File: src/rtl/uart_tx_arbiter.sv
// Round-robin arbiter sharing one UART transmitter among NREQ byte requesters,
// with burst locking, lock timeout and a programmable inter-frame idle gap.
module uart_tx_arbiter #(
  parameter int NREQ     = 4,
  parameter int N        = 8,
  parameter int GAP      = 8,
  parameter int LOCK_TMO = 1024
) (
  input  logic              clk,
  input  logic              rst,
  input  logic [NREQ-1:0]   req_valid,
  input  logic [NREQ*N-1:0] req_data,
  input  logic [NREQ-1:0]   req_last,
  output logic [NREQ-1:0]   req_ready,
  output logic [NREQ-1:0]   grant,
  output logic              tx_start,
  output logic [N-1:0]      tx_data,
  input  logic              tx_ready,
  output logic              busy
);

  localparam int PW = (NREQ > 1) ? $clog2(NREQ) : 1;
  localparam int GW = (GAP > 1) ? $clog2(GAP) : 1;
  localparam int TW = (LOCK_TMO > 1) ? $clog2(LOCK_TMO) : 1;

  typedef enum logic [2:0] {
    S_IDLE,
    S_SEND,
    S_WAIT_ACK,
    S_WAIT_DONE,
    S_GAP
  } state_t;

  state_t          r_state, w_state_next;
  logic [PW-1:0]   r_ptr, w_ptr_next;
  logic            r_lock, w_lock_next;
  logic [NREQ-1:0] r_grant, w_grant_next;
  logic [NREQ-1:0] r_req_ready, w_req_ready_next;
  logic            r_tx_start, w_tx_start_next;
  logic [N-1:0]    r_tx_data, w_tx_data_next;
  logic            r_busy, w_busy_next;
  logic            r_issued, w_issued_next;
  logic [GW-1:0]   r_gap_cnt, w_gap_cnt_next;
  logic [TW-1:0]   r_tmo_cnt, w_tmo_cnt_next;
  logic            w_tmo_fire;

  logic [NREQ-1:0] w_owner_oh;
  logic [NREQ-1:0] w_win_oh;
  logic [NREQ-1:0] w_cand;
  logic [PW-1:0]   w_winner;
  logic            w_found;
  logic            w_own_valid;
  logic            w_own_last;
  logic [N-1:0]    w_own_data;
  int              w_idx;

  // r_ptr always names the current (or most recent) owner.
  for (genvar gi = 0; gi < NREQ; gi++) begin : g_onehot
    assign w_owner_oh[gi] = (r_ptr == PW'(gi));
    assign w_win_oh[gi]   = (w_winner == PW'(gi));
  end

  assign w_cand      = r_lock ? (req_valid & w_owner_oh) : req_valid;
  assign w_own_valid = |(req_valid & w_owner_oh);
  assign w_own_last  = |(req_last & w_owner_oh);

  always_comb begin
    w_own_data = '0;
    for (int i = 0; i < NREQ; i++) begin
      if (w_owner_oh[i]) w_own_data = req_data[i*N +: N];
    end
  end

  // Scan from ptr+NREQ down to ptr+1 so the nearest candidate after ptr wins.
  always_comb begin
    w_found  = 1'b0;
    w_winner = r_ptr;
    w_idx    = 0;
    for (int k = NREQ; k >= 1; k--) begin
      w_idx = int'(r_ptr) + k;
      if (w_idx >= NREQ) w_idx = w_idx - NREQ;
      if (w_cand[w_idx[PW-1:0]]) begin
        w_found  = 1'b1;
        w_winner = w_idx[PW-1:0];
      end
    end
  end

  always_comb begin
    w_state_next     = r_state;
    w_ptr_next       = r_ptr;
    w_lock_next      = r_lock;
    w_grant_next     = r_grant;
    w_req_ready_next = '0;
    w_tx_start_next  = 1'b0;
    w_tx_data_next   = r_tx_data;
    w_issued_next    = r_issued;
    w_gap_cnt_next   = r_gap_cnt;
    w_tmo_cnt_next   = r_tmo_cnt;
    w_tmo_fire       = 1'b0;

    unique case (r_state)
      S_IDLE: begin
        if (LOCK_TMO != 0 && r_lock && !w_own_valid) begin
          if (r_tmo_cnt == TW'(LOCK_TMO - 1)) begin
            w_lock_next    = 1'b0;
            w_grant_next   = '0;
            w_tmo_cnt_next = '0;
            w_tmo_fire     = 1'b1;
          end else begin
            w_tmo_cnt_next = r_tmo_cnt + 1'b1;
          end
        end else begin
          w_tmo_cnt_next = '0;
          if (tx_ready && w_found) begin
            w_grant_next = w_win_oh;
            w_ptr_next   = w_winner;
            w_state_next = S_SEND;
          end
        end
      end

      S_SEND: begin
        if (w_own_valid) begin
          w_req_ready_next = w_owner_oh;
          w_tx_data_next   = w_own_data;
          w_lock_next      = ~w_own_last;
          w_issued_next    = 1'b0;
          w_state_next     = S_WAIT_ACK;
        end else begin
          w_grant_next = '0;
          w_state_next = S_IDLE;
        end
      end

      // First cycle here issues the start; afterwards wait for the UART to go busy.
      S_WAIT_ACK: begin
        if (!r_issued) begin
          w_tx_start_next = 1'b1;
          w_issued_next   = 1'b1;
        end else if (!tx_ready) begin
          w_state_next = S_WAIT_DONE;
        end
      end

      S_WAIT_DONE: begin
        if (tx_ready) begin
          if (!r_lock) w_grant_next = '0;
          if (GAP > 0) begin
            w_gap_cnt_next = '0;
            w_state_next   = S_GAP;
          end else begin
            w_state_next = S_IDLE;
          end
        end
      end

      S_GAP: begin
        if (r_gap_cnt == GW'(GAP - 1)) begin
          w_gap_cnt_next = '0;
          w_state_next   = S_IDLE;
        end else begin
          w_gap_cnt_next = r_gap_cnt + 1'b1;
        end
      end

      default: begin
        w_state_next = S_IDLE;
      end
    endcase

    // Hold busy across the timeout cycle so a waiting requester sees no dip.
    w_busy_next = (w_state_next != S_IDLE) || w_lock_next || w_tmo_fire;
  end

  always_ff @(posedge clk) begin
    if (rst) begin
      r_state     <= S_IDLE;
      r_ptr       <= PW'(NREQ - 1);
      r_lock      <= 1'b0;
      r_grant     <= '0;
      r_req_ready <= '0;
      r_tx_start  <= 1'b0;
      r_tx_data   <= '0;
      r_busy      <= 1'b0;
      r_issued    <= 1'b0;
      r_gap_cnt   <= '0;
      r_tmo_cnt   <= '0;
    end else begin
      r_state     <= w_state_next;
      r_ptr       <= w_ptr_next;
      r_lock      <= w_lock_next;
      r_grant     <= w_grant_next;
      r_req_ready <= w_req_ready_next;
      r_tx_start  <= w_tx_start_next;
      r_tx_data   <= w_tx_data_next;
      r_busy      <= w_busy_next;
      r_issued    <= w_issued_next;
      r_gap_cnt   <= w_gap_cnt_next;
      r_tmo_cnt   <= w_tmo_cnt_next;
    end
  end

  assign req_ready = r_req_ready;
  assign grant     = r_grant;
  assign tx_start  = r_tx_start;
  assign tx_data   = r_tx_data;
  assign busy      = r_busy;

endmodule

File: config.mk
export PLATFORM = sky130hd
export DESIGN_NAME = uart_tx_arbiter
export DESIGN_NICKNAME = d
export VERILOG_FILES = /design/src/rtl/uart_tx_arbiter.sv
export SDC_FILE = /design/constraint.sdc
export NUM_CORES = 1
export LEC_CHECK = 0
export CAP_MARGIN = 15
export CORE_AREA = 3 3 69 71
export CTS_CLUSTER_SIZE = 20
export DETAILED_ROUTE_END_ITERATION = 10
export DIE_AREA = 0 0 72 74
export GPL_TIMING_DRIVEN = 0
export PLACE_DENSITY_LB_ADDON = 0.05
export SLEW_MARGIN = 5
export SYNTH_ARGS = -nofsm -noshare
export SYNTH_HDL_FRONTEND = slang
export SYNTH_SLANG_ARGS = --single-unit
File: constraint.sdc
create_clock -name clk -period 4.5 [get_ports clk]
set_clock_uncertainty 0.2 [all_clocks]
set_input_delay 1.35 -clock clk [delete_from_list [all_inputs] [get_ports clk]]
set_output_delay 1.35 -clock clk [all_outputs]
set_load 0.05 [all_outputs]
# Word-level counts from Yosys, hierarchy flattened
# Cells that the tools add are included.
# classes
add_sub_neg,10
order_cmp,8
eq_ne,18
n_mux,55
bitwise_logic,7
reduce_logical,21
# ops
cell,count
two-way mux 8 bit,4
two-way mux 4 bit,7
two-way mux 3 bit,8
two-way mux 10 bit,2
two-way mux 2 bit,9
two-way mux 1 bit,16
one-hot mux 3 bit (5 select lines),1
less-than comparator 2 x 3 -> 1 bit (second input constant),4
one-hot mux 4 bit (3 select lines),1
adder 10 x 1 -> 10 bit (second input constant),1
== test 10 bit (second input constant),1
>= comparator 3 bit (second input constant),3
bitwise AND 4 bit,2
binary-select mux 1 bit (select 2 bit),4
== test 2 bit (second input constant),4
inequality test 2 bit (second input constant),4
OR reduction 4 bit,2
subtractor 2 x 1 -> 2 bit (second input constant),4
adder 2 x 2 -> 3 bit (second input constant),2
== test 3 x 2 -> 1 bit (second input constant),2
== test 3 bit (second input constant),2
inequality test 3 bit (second input constant),2
one-hot mux 3 bit (2 select lines),1
AND reduction 2 bit,3
19 further kinds,30
# totals
regBits,38
input_bits,43
output_inout_bits,18
elab_cells,130

# Depth between registers and ports, before layout
# depth
depth_word,16
depth_mapped,10
depth_no_buf,8

# Worst setup path after synthesis
# Ideal clock, no wire load.
# synth_path
path_type,input to register
start,in req_valid[3]
end,"reg r_grant[2], in the netlist grant[2]"
setup_time_ns,0.117
arrival_ns,2.586
t_required_ns,4.183
setup_slack_ns,1.596
cell_stages,6
n_path_buf,0
cell_sequence,a22o_1 or3_1 nand2_1 o2111a_1 a21oi_2 a32o_1
# synth_via
elab_chain_len,12
elab_cells_between_ends,30
cone_classes,4 x eq/ne; 20 x mux; 1 x bitwise; 5 x reduce/logical
# synth_lines
element,line_no,rtl
"start, declared",11,"input logic [NREQ-1:0] req_valid,"
bitwise AND 4 bit,"63, 64",
two-way mux 4 bit,63,assign w_cand = r_lock ? (req_valid & w_owner_oh) : req_valid;
binary-select mux 1 bit (select 2 bit),82,if (w_cand[w_idx[PW-1:0]]) begin
two-way mux 1 bit (not written as such),82,
two-way mux 2 bit (4 in a row),82,
== test 2 bit,60,assign w_win_oh[gi] = (w_winner == PW'(gi));
two-way mux 4 bit,115,if (tx_ready && w_found) begin
two-way mux 4 bit,104,if (LOCK_TMO != 0 && r_lock && !w_own_valid) begin
one-hot mux 4 bit (3 select lines),102,unique case (r_state)
"end signal, assigned",193,r_grant <= w_grant_next;
"end, declared",37,"logic [NREQ-1:0] r_grant, w_grant_next;"
# Several ways; a longest one is shown, not always the timed one. The select of a mux whose other input is x is not followed.
# A chain may end at the register's enable or synchronous reset.

# Worst setup path after layout
# layout_path
start,in req_valid[1]
end,"reg r_grant[3], in the netlist grant[3]"
# Same word-level chain as after synthesis.

==> impl_metrics.env <==
export IMPL_outcome="finished clean"
export IMPL_wirelength_mm=5.931
export IMPL_ys_ff_latch=38
export IMPL_die_w_um=72
export IMPL_clk_latency_ns=0.29
export IMPL_final_nets=372
export IMPL_hold_class="reg2reg"
export IMPL_path_clk_slew_ns=0.08
export IMPL_dr_first_iter_drc_count=105
export IMPL_port_buffers=59
export IMPL_cp_end_kind="flip-flop"
export IMPL_core_area_mm2=0.004294
export IMPL_cts_buffers=5
export IMPL_routabilityCongestion=0.8352
export IMPL_start_util=0.4921
export IMPL_placementRows=24
export IMPL_cts_tree="yes"
export IMPL_clock_path_buffers=2
export IMPL_required_ns=4.54
export IMPL_worstSetupStartpointType="input port"
export IMPL_fin_crit_sh=0.7282
export IMPL_drc=0
export IMPL_grt_pass1_wl_mm=9.867
export IMPL_wl_per_cell_um=15.82
export IMPL_cts_setup_buffers=0
export IMPL_viasPerCell=5.845
export IMPL_fp_dieArea_mm2=0.005328
export IMPL_via_count=2192
export IMPL_antennaDiodeCount=0
export IMPL_antenna_found_initial=0
export IMPL_layout_drive_gt1_share=0.07430
export IMPL_synthFlopType="dfxtp_1"
export IMPL_p_per_area_mw_per_mm2=356.8
export IMPL_final_area_mm2=0.002864
export IMPL_postCtsHoldBufs=0
export IMPL_synth_area_mm2=0.002113
export IMPL_synth_nets=306
export IMPL_rsz0062_at_grt="false"
export IMPL_fin_crit_ns=3.277
export IMPL_slew_violations=0
export IMPL_postRouteAntennaNets=0
export IMPL_p_leak_nw=1.073
export IMPL_synth_seq_area_share=0.3600
export IMPL_htree_levels=2
export IMPL_grt_start_max_net_pins=13
export IMPL_irDropWorstVdd_v=0.0002546
export IMPL_syn2layout_area_growth_pct=35.52
export IMPL_grt_overflow=0
export IMPL_cts_root_buf="clkbuf_8"
export IMPL_max_cap_violations=0
export IMPL_synthDistinctLibCells=51
export IMPL_tns_ns=0
export IMPL_hold_viol_final=0
export IMPL_setup_viol=0
export IMPL_relSlewSlack=0.5330
export IMPL_synth_cells=256
export IMPL_place_area_mm2=0.002769
export IMPL_tightest_slew_ns=0.6952
export IMPL_track_usage=0.2333
export IMPL_clock_sinks=38
export IMPL_die_y_um=74
export IMPL_async_flop_share=0
export IMPL_drt_pass1_iterations=4
export IMPL_synth_edf_count=0
export IMPL_crit_arrival_ns=3.31
export IMPL_post_synth_cell_area_avg_um2=8.255
export IMPL_fillers=384
export IMPL_fmax_mhz=305.2
export IMPL_io_pins=61
export IMPL_critPathKind="in2reg"
export IMPL_hpwl_mm=4.481
export IMPL_grt_pass1_vias=2037
export IMPL_cp_max_fo=6
export IMPL_ys_warnings_count=0
export IMPL_ctsResizeCount=0
routing by layer:
metal,GRT usage,part of all wire
met1,0.3180,0.45
met2,0.3816,0.47
met3,0.04730,0.069
met4,0.05846,0.013
met5,0,0
placed cells by master, fill, tap and decap left out, types with 4 or more instances in the layout:
cell type and n:
a211oi_1 9, a21oi_1 18, a221oi_1 10, a22oi_1 6, and3_1 9, clkbuf_1 11, clkbuf_8 6, clkdlybuf4s50_1 59
dfxtp_1 38, ha_1 7, inv_1 7, nand2_1 14, nand3_1 6, nor2_1 26, nor2b_1 13, nor3_1 12
o21ai_0 12, or3_1 4
final cells by class:
cell class              count  area (um2)  share of cell area
plain buffers              16       71.32             0.02490
inverters                   9       33.78             0.01180
clock buffers               6       82.58             0.02883
multi-input cells         193        1247              0.4356
flip-flops and latches     38       760.7              0.2656
clock inverters             2       12.51            0.004369
repair buffers             59       590.6              0.2062
well taps                  52       65.06             0.02272
flip-flops by register name (all words and copies together) (netlist names):
name,flops
r_issued,1
r_state,3
r_lock,1
r_tmo_cnt,10
grant,4
busy,1
r_gap_cnt,3
tx_data,8
req_ready,4
r_ptr,2
tx_start,1
logic make-up (layout without fill, tap and decap cells):
| group | after synthesis | in the layout | share of synthesized area |
|---|---|---|---|
| XOR/XNOR | 4 | 4 | 0.01658 |
| flip-flops | 38 | 38 | 0.3600 |
| AND/OR/NAND/NOR | 103 | 103 | 0.2570 |
| buffers and inverters | 25 | 92 | 0.04973 |
| AO/OA/AOI/OAI | 77 | 77 | 0.2593 |
| multiplexers | 2 | 2 | 0.01598 |
| adder cells (fa/ha/maj) | 7 | 7 | 0.04144 |
worst paths after layout:
path	startpoint	end	slack, ns	cells after the start
max	req_valid[1]	grant[3]$_SDFFE_PP0P_	1.22	7
min reg2reg	r_issued$_SDFFE_PP0P_	tx_start$_SDFF_PP0_	0.27	1
min	r_issued$_SDFFE_PP0P_	tx_start$_SDFF_PP0_	0.27	1
max reg2reg	r_ptr[0]$_SDFFE_PP1P_	grant[2]$_SDFFE_PP0P_	1.55	10
worst max-delay path, stage by stage:
cell and delay (ns):
clkdlybuf4s50_1 0.47, a22o_1 0.27, or3_1 0.46, nand2_1 0.13
o2111a_1 0.26, and3_1 0.21, a32o_1 0.16
Yosys cell counts, drive strengths merged, types with 2 or more instances:
library cell | count | area share
dfxtp | 38 | 0.36
nor2 | 27 | 0.049
a21oi | 20 | 0.051
nand2 | 14 | 0.025
nor2b | 13 | 0.038
nor3 | 13 | 0.033
o21ai | 13 | 0.031
clkbuf | 11 | 0.020
a221oi | 10 | 0.041
a211oi | 9 | 0.032
and3 | 9 | 0.027
inv | 9 | 0.016
ha | 7 | 0.041
nand3 | 7 | 0.019
a22oi | 6 | 0.021
buf | 5 | 0.014
or3 | 4 | 0.012
a32o | 3 | 0.014
nand4 | 3 | 0.0089
nor3b | 3 | 0.011
xnor2 | 3 | 0.012
a22o | 2 | 0.0083
a31oi | 2 | 0.0059
and2b | 2 | 0.0071
nand2b | 2 | 0.0059
nand3b | 2 | 0.0071
o2bb2ai | 2 | 0.0083
or2 | 2 | 0.0059
where the power goes:
part | switching [W] | internal, W | leakage, nW
combinational | 0.000238 | 0.000164 | 0.717
clock | 0.000121 | 0.000123 | 0.0472
sequential | 0.0000151 | 0.000361 | 0.308
total | 0.000375 | 0.000647 | 1.07
per-stage QoR:
step / cells / hold WS [ns] / util / setup WS (ns) / total power, W
floorplan: 256 / 0.2230 / - / 1.596 / 0.0006517
global placement: 367 / 0.2461 / 0.6448 / 0.9606 / 0.0007788
detailed placement: 367 / 0.2519 / 0.6448 / 0.9444 / 0.0007826
CTS: 375 / 0.2720 / 0.6670 / 1.245 / 0.001028
global route: 375 / 0.2959 / 0.6670 / 1.130 / 0.001078
finish: 375 / 0.2651 / 0.6670 / 1.223 / 0.001022
No activity file was read; power rests on OpenSTA's default activity.
